<file path="config.mk">
export PLATFORM = sky130hd
export DESIGN_NAME = icache_refill
export DESIGN_NICKNAME = d
export VERILOG_FILES = /design/src/rtl/icache_refill.sv
export SDC_FILE = /design/constraint.sdc
export NUM_CORES = 1
export LEC_CHECK = 0
export ABC_CLOCK_PERIOD_IN_PS = 6950
export CORE_MARGIN = 5
export CORE_UTILIZATION = 46
export CTS_CLUSTER_SIZE = 40
export DETAILED_ROUTE_END_ITERATION = 7
export GPL_TIMING_DRIVEN = 1
export PLACE_DENSITY = 0.86
export SYNTH_ARGS = -nofsm -noshare
export SYNTH_HDL_FRONTEND = slang
export SYNTH_SLANG_ARGS = --single-unit
</file>
<file path="constraint.sdc">
create_clock -name clk -period 6.95 [get_ports clk]
set_clock_uncertainty 0.1 [all_clocks]
set_input_delay 1.39 -clock clk [delete_from_list [all_inputs] [get_ports clk]]
set_output_delay 1.39 -clock clk [all_outputs]
set_load 0.005 [all_outputs]
</file>
<file path="src/rtl/icache_refill.sv">
// Instruction-cache line-fill engine: one aligned burst read per miss, beats
// assembled into a full line, then a single-cycle write into the data RAM.
`ifndef ICACHE_S
`define ICACHE_S 7
`endif
`ifndef ICACHE_B
`define ICACHE_B 5
`endif

module icache_refill #(
  parameter  int SET_BITS  = `ICACHE_S,
  parameter  int LINE_BITS = `ICACHE_B,
  parameter  int TAG_BITS  = 32 - SET_BITS - LINE_BITS,
  localparam int WORDS     = 2 ** (LINE_BITS - 2)
) (
  input  logic                  clk,
  input  logic                  reset,
  input  logic                  miss_req,
  input  logic [31:0]           miss_addr,
  output logic                  busy,
  output logic                  refill_done,
  output logic [TAG_BITS-1:0]   line_tag,
  output logic                  mem_arvalid,
  output logic [31:0]           mem_araddr,
  output logic [7:0]            mem_arlen,
  input  logic                  mem_arready,
  input  logic                  mem_rvalid,
  input  logic [31:0]           mem_rdata,
  input  logic                  mem_rlast,
  output logic                  mem_rready,
  output logic [SET_BITS-1:0]   ram_addr,
  output logic [WORDS*32-1:0]   ram_din,
  output logic                  ram_wen
);

  localparam int BEAT_W = (WORDS > 1) ? $clog2(WORDS) : 1;

  typedef enum logic [1:0] {
    ST_IDLE  = 2'd0,
    ST_ADDR  = 2'd1,
    ST_DATA  = 2'd2,
    ST_WRITE = 2'd3
  } state_t;

  state_t              state_r;
  state_t              state_s;
  logic [BEAT_W-1:0]   beat_r;
  logic [SET_BITS-1:0] idx_r;
  logic [TAG_BITS-1:0] tag_r;
  logic [31:0]         base_r;
  logic [31:0]         word_r [WORDS];
  logic                busy_r;
  logic                arvalid_r;
  logic                rready_r;
  logic                wen_r;
  logic                last_beat_s;
  logic                unused_s;

  // The burst length alone ends DATA; rlast and the in-line offset bits are not needed.
  assign unused_s    = ^{mem_rlast, miss_addr[LINE_BITS-1:0]};
  assign last_beat_s = (beat_r == BEAT_W'(WORDS - 1));

  // Next-state decode.
  always_comb begin
    state_s = state_r;
    case (state_r)
      ST_IDLE: begin
        if (miss_req) state_s = ST_ADDR;
        else          state_s = ST_IDLE;
      end
      ST_ADDR: begin
        if (mem_arready) state_s = ST_DATA;
        else             state_s = ST_ADDR;
      end
      ST_DATA: begin
        if (mem_rvalid && last_beat_s) state_s = ST_WRITE;
        else                           state_s = ST_DATA;
      end
      ST_WRITE: state_s = ST_IDLE;
      default:  state_s = ST_IDLE;
    endcase
  end

  // State register plus state-decoded handshake/status flops (no input-to-output path).
  always_ff @(posedge clk) begin
    if (reset) begin
      state_r   <= ST_IDLE;
      busy_r    <= 1'b0;
      arvalid_r <= 1'b0;
      rready_r  <= 1'b0;
      wen_r     <= 1'b0;
    end else begin
      state_r   <= state_s;
      busy_r    <= (state_s != ST_IDLE);
      arvalid_r <= (state_s == ST_ADDR);
      rready_r  <= (state_s == ST_DATA);
      wen_r     <= (state_s == ST_WRITE);
    end
  end

  // Request latch and beat counter.
  always_ff @(posedge clk) begin
    if (reset) begin
      idx_r  <= '0;
      tag_r  <= '0;
      base_r <= 32'h0000_0000;
      beat_r <= '0;
    end else begin
      if (state_r == ST_IDLE && miss_req) begin
        idx_r  <= miss_addr[LINE_BITS+SET_BITS-1:LINE_BITS];
        tag_r  <= miss_addr[31:LINE_BITS+SET_BITS];
        base_r <= {miss_addr[31:LINE_BITS], {LINE_BITS{1'b0}}};
      end
      if (state_r == ST_ADDR && mem_arready) begin
        beat_r <= '0;
      end else if (state_r == ST_DATA && mem_rvalid) begin
        beat_r <= beat_r + BEAT_W'(1);
      end
    end
  end

  // Line buffer is never cleared: every word is rewritten before the line is used.
  always_ff @(posedge clk) begin
    if (state_r == ST_DATA && mem_rvalid) begin
      word_r[beat_r] <= mem_rdata;
    end
  end

  // Flatten the buffer onto the RAM data bus, word i at bits [32i+31:32i].
  always_comb begin
    ram_din = '0;
    for (int i = 0; i < WORDS; i++) begin
      ram_din[32*i +: 32] = word_r[i];
    end
  end

  assign busy        = busy_r;
  assign refill_done = wen_r;
  assign ram_wen     = wen_r;
  assign mem_arvalid = arvalid_r;
  assign mem_rready  = rready_r;
  assign mem_araddr  = base_r;
  assign mem_arlen   = 8'(WORDS - 1);
  assign ram_addr    = idx_r;
  assign line_tag    = tag_r;

endmodule

</file>
==> metrics.md, run 1 <==
| Metric | Value |
|---|---|
| Post-CTS Setup Inserts | `0` |
| Die area | `23400 um^2` |
| Fin crit period | `3.47 ns` |
| Grt ovf | `0` |
| Critical path, cell by cell | `clkdlybuf4s50_1 > nand3b_1 > or2_2 > nor2_4` |
| ANT nets after route | `0` |
| Internal reg-to-reg setup slack | `~4.2 ns` |
| PostCTS Resize Cnt | `0` |
| Share of cells above drive strength 1 | `0.0603` |
| IO buf count | `~380` |
| Sequential share of the synthesized area | `0.893` |
| Leakage | `~4.7 nW` |
| Finish-stage setup viols | `0` |
| Clock Latency Late Sink | `0.52 ns` |
| Synth cell types | `24` |
| Total Power | `0.00343 W` |
| ANT cells | `0` |
| Slowest-stage cell, CP | `nor2_4` |
| Vias per Instance | `4.79` |
| HP Start | `line_tag[18]$_SDFFE_PP0P_` |
| Syn Area/Cell | `between 15 and 20 um^2` |
| Crit. End Element | `register` |
| Global-route usage over all layers | `0.200` |
| Layout area overhead | `49.9%` |
| Final nets | `918` |
| Worst hold slack | `between 0.3 and 0.4 ns` |
| Critical path peak fanout | `32` |
| Clk buf depth | `3` |
| Post-synth EDFFs | `256` |
| Setup slack after layout | `about 3.5 ns` |
| Slew HR | `0.197` |
| Peak VDD IR | `0.187 mV` |
| WL/cell | `21.7 um` |
| Hold crit path type | `reg2reg` |
| WP data required | `6.97 ns` |
| H-Tree Depth | `1` |
| Vias in the first global route | `~5600` |
| Final Hold Vio Count | `0` |
| Status | `finished clean` |
| Number of remaining DRC errors | `0` |
| Top cell type's share of synthesized area | `0.817` |
| Via Count | `approximately 5400` |
| Detailed placement HPWL | `between 15000 and 20000 um` |
| Pwr dens | `about 240 nW/um^2` |
| Initial Util | `0.467` |
| Total CTS buffers | `28` |
| DRT Pass-1 Iters | `4` |
| CP startpoint | `mem_rvalid` |
| Yosys top cell by area | `edfxtp_1` |
| Die X | `about 150 um` |
| First-pass GRT wire length | `~36000 um` |
| Final period util | `0.500` |
| RSZ-0062 raised after global routing | `false` |
| CTS sink count | `between 200 and 300` |
| Yosys Warn Count | `0` |
| RD Place Congestion | `0.796` |
| Fmax | `between 200 and 300 MHz` |
| Most instantiated library cell after synthesis | `edfxtp_1` |
| Most common library cells after synthesis | `256 x edfxtp_1, 61 x nand2_1, 43 x buf_4, 36 x dfxtp_1, 31 x a21oi_1` |
| Max-Cap Viols | `0` |
| FP Rows | `52` |
| Synth Instances | `between 400 and 500` |
| Clock Tree Root | `clkbuf_16` |
| Worst slack at placement | `roughly 2.9 ns` |
| Top post-synthesis cells by area | `edfxtp_1 82%, dfxtp_1 7.7%, buf_4 3.4%, nand2_1 2.4%, a21oi_1 1.6%` |
| Arr. time, crit path | `3.49 ns` |
| Hold buffers post-CTS | `0` |
| R2R Path Start | `state_r[1]$_SDFF_PP0_` |
| Setup TNS | `0 ns` |
| DP Area | `roughly 13000 um^2` |
| Startpoint types | `primary input` |
| Antenna violations before repair | `1` |
| CTS clk-pin slew, worst paths | `~0.060 ns` |
| Synthesis-stage register bit count | `292` |
| Critical setup path kind | `in2reg` |
| Max-slew violation count | `0` |
| Async SR Flop Fraction | `0` |
| Mapped Area | `between 9000 and 10000 um^2` |
| Ys flop type | `edfxtp_1` |
| Fin area | `~14000 um^2` |
| Max incr delay on CP | `slightly above 0.9 ns` |
| Largest net degree at the start of global routing | `33` |
| CTS tree | `done` |
| IO Count | `just under 400` |
| Worst-Margin Slew | `1.20 ns` |
| Initial DRC Count | `between 200 and 300` |
| Die H | `between 150 and 200 um` |
| DRT Wirelength | `about 25000 um` |
| Core area | `between 20000 and 25000 um^2` |
## path summary, 6_finish.rpt
kind	endpoint	cells past startpoint
max reg2reg	word_r[5][20]$_DFFE_PP_	3
min	line_tag[18]$_SDFFE_PP0P_	2
min reg2reg	line_tag[18]$_SDFFE_PP0P_	2
max	word_r[6][30]$_DFFE_PP_	4
## flip-flops by register name (all words and copies together) (netlist names)
signal / flops
word_r: 256
line_tag: 20
ram_addr: 6
beat_r: 3
state_r: 2
busy: 1
mem_araddr: 1
mem_arvalid: 1
mem_rready: 1
ram_wen: 1
## per-layer routing
layer  wire length [um]  track usage  up-vias
met1               9060        0.237     2631
met3               1870       0.0464       46
met2              13000        0.365      312
li1                   -            -     2437
met5                 13            0        -
met4                631       0.0590        2
## cell type report
| cell class | count | area, um^2 |
|---|---|---|
| inverters | 1 | 3.75 |
| repair buffers | 386 | 3840 |
| fillers | 1290 | 6060 |
| multi-input cells | 137 | 706 |
| clock buffers | 40 | 777 |
| clock inverters | 7 | 36.3 |
| flip-flops and latches | 292 | 8410 |
| well taps | 270 | 338 |
## kinds of logic (layout without fill, tap and decap cells)
kind of cell	Yosys count	after routing	share of synthesized area
AOI/OAI and AO/OA	33	33	0.0195
adders and majority gates	2	2	0.00266
buffers and inverters	53	434	0.0420
DFF	292	292	0.893
muxes	1	1	0.00106
other	2	13	0.000798
and+or+nand+nor	88	88	0.0407
## worst max-delay path, delay by kind of cell
family	cells	cell delay [ns]
simple gates	3	1.52
buf+inv	1	0.57
## through the flow
stage	std cells	util
3_3_place_gp	1086	0.659
5_1_grt	1133	0.700
3_5_place_dp	1086	0.659
6_report	1133	0.700
4_1_cts	1133	0.700
2_1_floorplan	482	-
## placed cells by master, fill, tap and decap left out, types with 6 or more instances in the layout
| master | count |
|---|---|
| clkbuf_1 | 10 |
| clkdlybuf4s50_1 | 378 |
| dfxtp_1 | 36 |
| nand2_1 | 61 |
| conb_1 | 13 |
| a21oi_1 | 31 |
| nor2_4 | 6 |
| clkbuf_16 | 29 |
| edfxtp_1 | 256 |
| buf_4 | 8 |
## power by group
group | internal, W | total (W) | leakage, nW | switching, W
Sequential | 0.00192 | 0.00194 | 2.60 | 0.0000145
Combinational | 0.0000828 | 0.000147 | 1.74 | 0.0000641
Clock | 0.000770 | 0.00135 | 0.391 | 0.000580
Total | 0.00278 | 0.00343 | 4.73 | 0.000658
(Power assumes the default switching activity.)
==> run 2: changes to the inputs <==
==> config.mk (replaced) <==
export PLATFORM = sky130hd
export DESIGN_NAME = icache_refill
export DESIGN_NICKNAME = d
export VERILOG_FILES = /design/src/rtl/icache_refill.sv
export SDC_FILE = /design/constraint.sdc
export NUM_CORES = 1
export LEC_CHECK = 0
export ABC_CLOCK_PERIOD_IN_PS = 3250
export CORE_ASPECT_RATIO = 1.25
export CORE_MARGIN = 5
export CORE_UTILIZATION = 42
export CTS_CLUSTER_SIZE = 40
export DETAILED_ROUTE_END_ITERATION = 7
export GPL_TIMING_DRIVEN = 1
export PLACE_DENSITY = 0.79
export SYNTH_ARGS = -nofsm -noshare
export SYNTH_HDL_FRONTEND = slang
export SYNTH_SLANG_ARGS = --single-unit
==> constraint.sdc (replaced) <==
create_clock -name clk -period 3.25 [get_ports clk]
set_clock_uncertainty 0.1 [all_clocks]
set_input_delay 0.65 -clock clk [delete_from_list [all_inputs] [get_ports clk]]
set_output_delay 0.65 -clock clk [all_outputs]
set_load 0.005 [all_outputs]
==> run 2 against run 1 <==
Effect of this change: clock power rose by 120%; cell count increased by 2.0%; design area rose by 0.98%; combinational power is 110% higher; worst setup slack worse by 2.6 ns; sequential share of layout area decreased by 0.58 points; via count decreased by 0.20%; hold slack got worse by 0.0075 ns; critical path depth unchanged; critical path type is now reg2reg; largest cell class unchanged.
==> metrics.md, run 2 (synthesis gave the netlist of run 1 again) <==
| Metric | Value |
|---|---|
| First-pass GRT wire length | `34200 um (-4.0%)` |
| Reported net switching power | `0.00140 W (+110%)` |
| Max-Cap Viols | `0 (unchanged)` |
| Setup TNS | `0 ns (unchanged)` |
| Switching part of the total | `0.188 (-0.00352)` |
| Fill count | `1571 (+22%)` |
| Clk buf depth | `3 (unchanged)` |
| Die H | `177 um (+16%)` |
| Max reg flops | `256 (unchanged)` |
| Die area | `25500 um^2 (+9.0%)` |
| IO buf count | `378 (unchanged)` |
| Peak VDD IR | `0.331 mV (+77%)` |
| Setup slack after layout | `0.868 ns (-2.61 ns)` |
| Global-route usage over all layers | `0.180 (-0.0203)` |
| Post-CTS Setup Inserts | `0 (unchanged)` |
| Antenna violations before repair | `1 (unchanged)` |
| R2R Path Start | `state_r[1]$_SDFF_PP0_` |
| Finish-stage setup viols | `0 (unchanged)` |
| DRT Wirelength | `23900 um (-2.4%)` |
| Most frequent cells in the layout | `378 x clkdlybuf4s50_1, 256 x edfxtp_1, 61 x nand2_1, 36 x dfxtp_1, 31 x a21oi_1` |
| WP data required | `3.32 ns (-3.65 ns)` |
| Fin crit period | `~2.4 ns` |
| Grt ovf | `0 (unchanged)` |
| Vias per Instance | `4.69 (-2.2%)` |
| Total CTS buffers | `26 (-7.1%)` |
| Hold buffers post-CTS | `0 (unchanged)` |
| Hold crit path type | `reg2reg` |
| Critical path, cell by cell | `nor2b_1 > nand3_1 > nor3_4 > buf_4` |
| Startpoint types | `register` |
| Detailed placement HPWL | `16700 um (+0.48%)` |
| Arr. time, crit path | `2.45 ns (-1.04 ns)` |
| Die X | `144 um (-6.0%)` |
| Layout area overhead | `51.4%` |
| Pwr dens | `522 nW/um^2 (+110%)` |
| Number of remaining DRC errors | `0 (unchanged)` |
| Share of cells above drive strength 1 | `0.0734 (+0.0131)` |
| Critical setup path kind | `reg2reg` |
| RSZ-0062 raised after global routing | `false` |
| Slowest-stage cell, CP | `dfxtp_1` |
| Commonest non-fill, non-tap cell in the layout | `clkdlybuf4s50_1` |
| Combinational Power Share | `0.042 (about the same)` |
| Sequential Power Share | `0.557 (-0.007)` |
| CTS sink count | `292 (unchanged)` |
| Int Pwr | `0.00603 W (+120%)` |
| Top reg by flops | `word_r` |
| Initial DRC Count | `193 (-23%)` |
| PostCTS Resize Cnt | `0 (unchanged)` |
| Final Hold Vio Count | `0 (unchanged)` |
| Final nets | `925 (+0.76%)` |
| Via Count | `5417 (-0.20%)` |
| Slew HR | `0.342 (+0.145)` |
| WL/cell | `20.7 um (-4.3%)` |
| ANT nets after route | `0 (unchanged)` |
| CTS tree | `done` |
| IO Count | `398 (unchanged)` |
| CTS clk-pin slew, worst paths | `0.06 ns (about the same)` |
| DRT Pass-1 Iters | `4 (unchanged)` |
| Worst slack at placement | `0.498 ns (-2.42 ns)` |
| Max incr delay on CP | `0.51 ns (-0.42 ns)` |
| CP startpoint | `state_r[1]$_SDFF_PP0_` |
| Critical path peak fanout | `21 (-34%)` |
| Initial Util | `0.425 (-0.0414)` |
| Leakage | `4.79 nW (+1.3%)` |
| Fmax | `420 MHz` |
| Core area | `22100 um^2 (+9.7%)` |
| Worst-Margin Slew | `0.987 ns (-0.215 ns)` |
| HP Start | `line_tag[11]$_SDFFE_PP0P_` |
| Status | `finished clean` |
| Clock Tree Root | `clkbuf_16` |
| Final period util | `0.733` |
| FP Rows | `61 (+17%)` |
| Crit. End Element | `register` |
| H-Tree Depth | `1 (unchanged)` |
| Largest net degree at the start of global routing | `33 (unchanged)` |
| Clk pwr share | `0.401 (+0.008)` |
| Clock Latency Late Sink | `0.51 ns (about the same)` |
| RD Place Congestion | `0.748 (-6.0%)` |
| Max-slew violation count | `0 (unchanged)` |
| Vias in the first global route | `5738 (+2.0%)` |
## run 2: power by group through the flow
stage	logic, W	clock network, W	registers, W
after floorplan	0.000128	0	0.00421
after global placement	0.000310	0	0.00422
after CTS	0.000319	0.00305	0.00414
after detailed placement	0.000317	0	0.00422
final	0.000315	0.00298	0.00414
after global routing	0.000342	0.00319	0.00414
## run 2: area by class of cell
class                   count  area (um^2)  area share
flip-flops and latches    292         8410       0.590
repair buffers            395         3920       0.275
clock buffers              38          747      0.0524
multi-input cells         137          718      0.0504
well taps                 283          354      0.0248
clock inverters             9         92.6     0.00650
inverters                   1         3.75    0.000263
diodes                      1         2.50    0.000176
## run 2: worst paths after layout
path                               end  depth (start not counted)  slack [ns]
max            word_r[1][30]$_DFFE_PP_                          4        0.87
min          line_tag[11]$_SDFFE_PP0P_                          2        0.37
max reg2reg    word_r[1][30]$_DFFE_PP_                          4        0.87
min reg2reg  line_tag[11]$_SDFFE_PP0P_                          2        0.37
## run 2: metrics by stage
| stage | hold WS (ns) | cells | total power [W] | area [um^2] | util |
|---|---|---|---|---|---|
| floorplan | 0.362 | 482 | 0.00434 | 9460 | - |
| global placement | 0.363 | 1108 | 0.00453 | 13400 | 0.606 |
| detailed placement | 0.361 | 1108 | 0.00453 | 13400 | 0.606 |
| CTS | 0.378 | 1155 | 0.00751 | 14200 | 0.644 |
| global route | 0.395 | 1156 | 0.00767 | 14200 | 0.644 |
| finish | 0.374 | 1156 | 0.00743 | 14200 | 0.644 |
## run 2: metal layers
layer	global-route usage	wire length [um]	up-vias	share of wire
li1	-	-	2451	-
met1	0.204	8670	2621	0.36
met2	0.324	12300	310	0.51
met3	0.0571	2420	35	0.10
met4	0.0530	551	0	0.023
met5	0	0	-	0
## run 2: worst max-delay path, delay by kind of cell, from the launching register on
family	cells	cell delay (ns)
buffers and inverters	1	0.39
and+or+nand+nor	3	1.01
DFF	1	0.51
==> run 3: changes to the inputs <==
--- a/config.mk
+++ b/config.mk
@@ -5,7 +5,7 @@
 export SDC_FILE = /design/constraint.sdc
 export NUM_CORES = 1
 export LEC_CHECK = 0
-export ABC_CLOCK_PERIOD_IN_PS = 3250
+export ABC_CLOCK_PERIOD_IN_PS = 2350
 export CORE_ASPECT_RATIO = 1.25
 export CORE_MARGIN = 5
 export CORE_UTILIZATION = 42
==> constraint.sdc (replaced) <==
create_clock -name clk -period 2.35 [get_ports clk]
set_clock_uncertainty 0.1 [all_clocks]
set_input_delay 0.47 -clock clk [delete_from_list [all_inputs] [get_ports clk]]
set_output_delay 0.47 -clock clk [all_outputs]
set_load 0.005 [all_outputs]
==> run 3 against run 2 <==
Effect of this change: cell count up 0.69%; sequential power up 38%; sequential share of layout area down 0.80 points; die area unchanged; utilization up 0.88 points; critical path depth down 3; sequential cell count unchanged; power up 37%; combinational power up 45%; register-to-register slack worse by 0.47 ns; hold slack better by 0.0018 ns; largest cell class unchanged.
==> metrics.md, run 3 (synthesis gave the netlist of run 1 again) <==
| Metric | Value |
|---|---|
| Pwr dens | `707 nW/um^2 (+35%)` |
| Initial DRC Count | `256 (+33%)` |
| Hold buffers post-CTS | `0 (unchanged)` |
| Most frequent cells in the layout | `378 x clkdlybuf4s50_1, 256 x edfxtp_1, 61 x nand2_1, 36 x dfxtp_1, 31 x a21oi_1` |
| Post-CTS Setup Inserts | `0 (unchanged)` |
| CP Depth | `1 (-3)` |
| Hold crit path type | `reg2reg` |
| Global-route usage over all layers | `0.178 (-0.00169)` |
| Final Util | `0.653 (+0.00882)` |
| Max reg flops | `256 (unchanged)` |
| Commonest non-fill, non-tap cell in the layout | `clkdlybuf4s50_1` |
| Detailed placement HPWL | `16700 um (about the same)` |
| RD Place Congestion | `0.761 (+1.6%)` |
| Crit. End Element | `primary output` |
| Hold Path Depth | `2 (unchanged)` |
| Clk buf depth | `3 (unchanged)` |
| Die X | `144 um (unchanged)` |
| Grt ovf | `0 (unchanged)` |
| Critical path, cell by cell | `clkdlybuf4s50_1` |
| CTS tree | `done` |
| Clock Latency Late Sink | `0.51 ns (about the same)` |
| Reported net switching power | `0.00196 W (+40%)` |
| Fmax | `495 MHz` |
| Final Hold Vio Count | `0 (unchanged)` |
| FF-to-FF path depth | `4 (unchanged)` |
| Switching part of the total | `0.192 (+0.00343)` |
| Buf+Inv Stages, Crit Path | `1 (unchanged)` |
| CTS clk-pin slew, worst paths | `0.07 ns (about the same)` |
| Int Pwr | `0.00825 W (+37%)` |
| Core area | `22100 um^2 (unchanged)` |
| Die H | `177 um (unchanged)` |
| H-Tree Depth | `1 (unchanged)` |
| Final period util | `0.860` |
| PostCTS Resize Cnt | `0 (unchanged)` |
| Register area | `8410 um^2 (unchanged)` |
| Largest net degree at the start of global routing | `33 (unchanged)` |
| Critical setup path kind | `reg2out` |
| DRT Pass-1 Iters | `4 (unchanged)` |
| FP Rows | `61 (unchanged)` |
| Number of remaining DRC errors | `0 (unchanged)` |
| Status | `finished clean` |
| Die area | `25500 um^2 (unchanged)` |
| Peak VDD IR | `0.504 mV (+52%)` |
| CTS sink count | `292 (unchanged)` |
| WP data required | `1.78 ns (-1.54 ns)` |
| Max-slew violation count | `0 (unchanged)` |
| Fin crit period | `2.02 ns` |
| Critical path peak fanout | `3 (-86%)` |
| Total CTS buffers | `26 (unchanged)` |
| Setup TNS | `0 ns (unchanged)` |
| ANT nets after route | `0 (unchanged)` |
| DRT Wirelength | `23900 um (-0.33%)` |
| Startpoint types | `register` |
| Leakage | `4.86 nW (+1.4%)` |
| Share of cells above drive strength 1 | `0.0840 (+0.0106)` |
| Layout area overhead | `53.5%` |
| IO buf count | `378 (unchanged)` |
| Finish-stage setup viols | `0 (unchanged)` |
| RSZ-0062 raised after global routing | `false` |
| First-pass GRT wire length | `34000 um (-0.77%)` |
| Vias per Instance | `4.66 (-0.52%)` |
| Antenna violations before repair | `0 (-1)` |
| Clock Tree Root | `clkbuf_16` |
| Max incr delay on CP | `0.54 ns (+0.03 ns)` |
| Area of the multi-input gates | `718 um^2 (unchanged)` |
| Max-Cap Viols | `0 (unchanged)` |
| Arr. time, crit path | `1.45 ns (-1.00 ns)` |
| Clk pwr share | `0.395 (-0.006)` |
| Top reg by flops | `word_r` |
| Fill count | `1528 (-2.7%)` |
| Vias in the first global route | `5582 (-2.7%)` |
| WL/cell | `20.5 um (-1.0%)` |
| IO Count | `398 (unchanged)` |
| Combinational Power Share | `0.045 (+0.003)` |
| Via Count | `5426 (+0.17%)` |
| Top delay family on crit path | `buffers and inverters` |
| Sequential Power Share | `0.560 (+0.003)` |
| ANT cells | `0 (-1)` |
| Final nets | `933 (+0.86%)` |
| Slowest-stage cell, CP | `clkdlybuf4s50_1` |
| Initial Util | `0.425 (unchanged)` |
-- run 3: cell count changes in the layout (fill, tap and decap cells not counted), sizes merged --
cell / change
bufinv: -2
clkbuf: +3
buf: +8
diode: -1
-- run 3: power groups by stage --
stage / Sequential (W) / Combinational, W / Clock (W)
final: 0.00572 / 0.000458 / 0.00403
after global routing: 0.00572 / 0.000493 / 0.00437
after CTS: 0.00572 / 0.000464 / 0.00413
after detailed placement: 0.00583 / 0.000461 / 0
after global placement: 0.00583 / 0.000451 / 0
after floorplan: 0.00583 / 0.000176 / 0
-- run 3: worst paths after layout --
kind	from	endpoint	slack, ns
hold reg to reg	ram_addr[5]$_SDFFE_PP0P_	ram_addr[5]$_SDFFE_PP0P_	0.38
setup reg to reg	state_r[1]$_SDFF_PP0_	word_r[0][27]$_DFFE_PP_	0.40
hold / removal	ram_addr[5]$_SDFFE_PP0P_	ram_addr[5]$_SDFFE_PP0P_	0.38
setup / recovery	line_tag[10]$_SDFFE_PP0P_	line_tag[10]	0.33
-- run 3: area by class of cell --
type | instances | area share
well taps | 283 | 0.0245
clock buffers | 41 | 0.0547
inverters | 1 | 0.000260
multi-input cells | 137 | 0.0497
flip-flops and latches | 292 | 0.582
clock inverters | 7 | 0.00260
repair buffers | 403 | 0.286
-- run 3: worst min-delay path: cells and delay by family (launching register included) --
family          cells  cell delay, ns
flops               1            0.32
simple gates        1            0.05
compound gates      1            0.05
-- run 3: layer usage --
| layer | GRT usage | wire length (um) | up-vias |
|---|---|---|---|
| met4 | 0.0455 | 489 | 0 |
| met2 | 0.320 | 12200 | 322 |
| li1 | - | - | 2472 |
| met1 | 0.204 | 8560 | 2600 |
| met3 | 0.0585 | 2590 | 32 |
| met5 | 0 | 0 | - |
-- run 3: through the flow --
stage          setup WS [ns]  hold slack (ns)  instances  power, W  area, um^2
3_5_place_dp         -0.0208            0.367       1116   0.00629       13600
5_1_grt                0.255            0.376       1164    0.0106       14400
3_3_place_gp         -0.0197            0.363       1116   0.00628       13600
4_1_cts                0.269            0.373       1164    0.0103       14400
2_1_floorplan         -0.486            0.362        482   0.00600        9490
6_report               0.328            0.375       1164    0.0102       14400
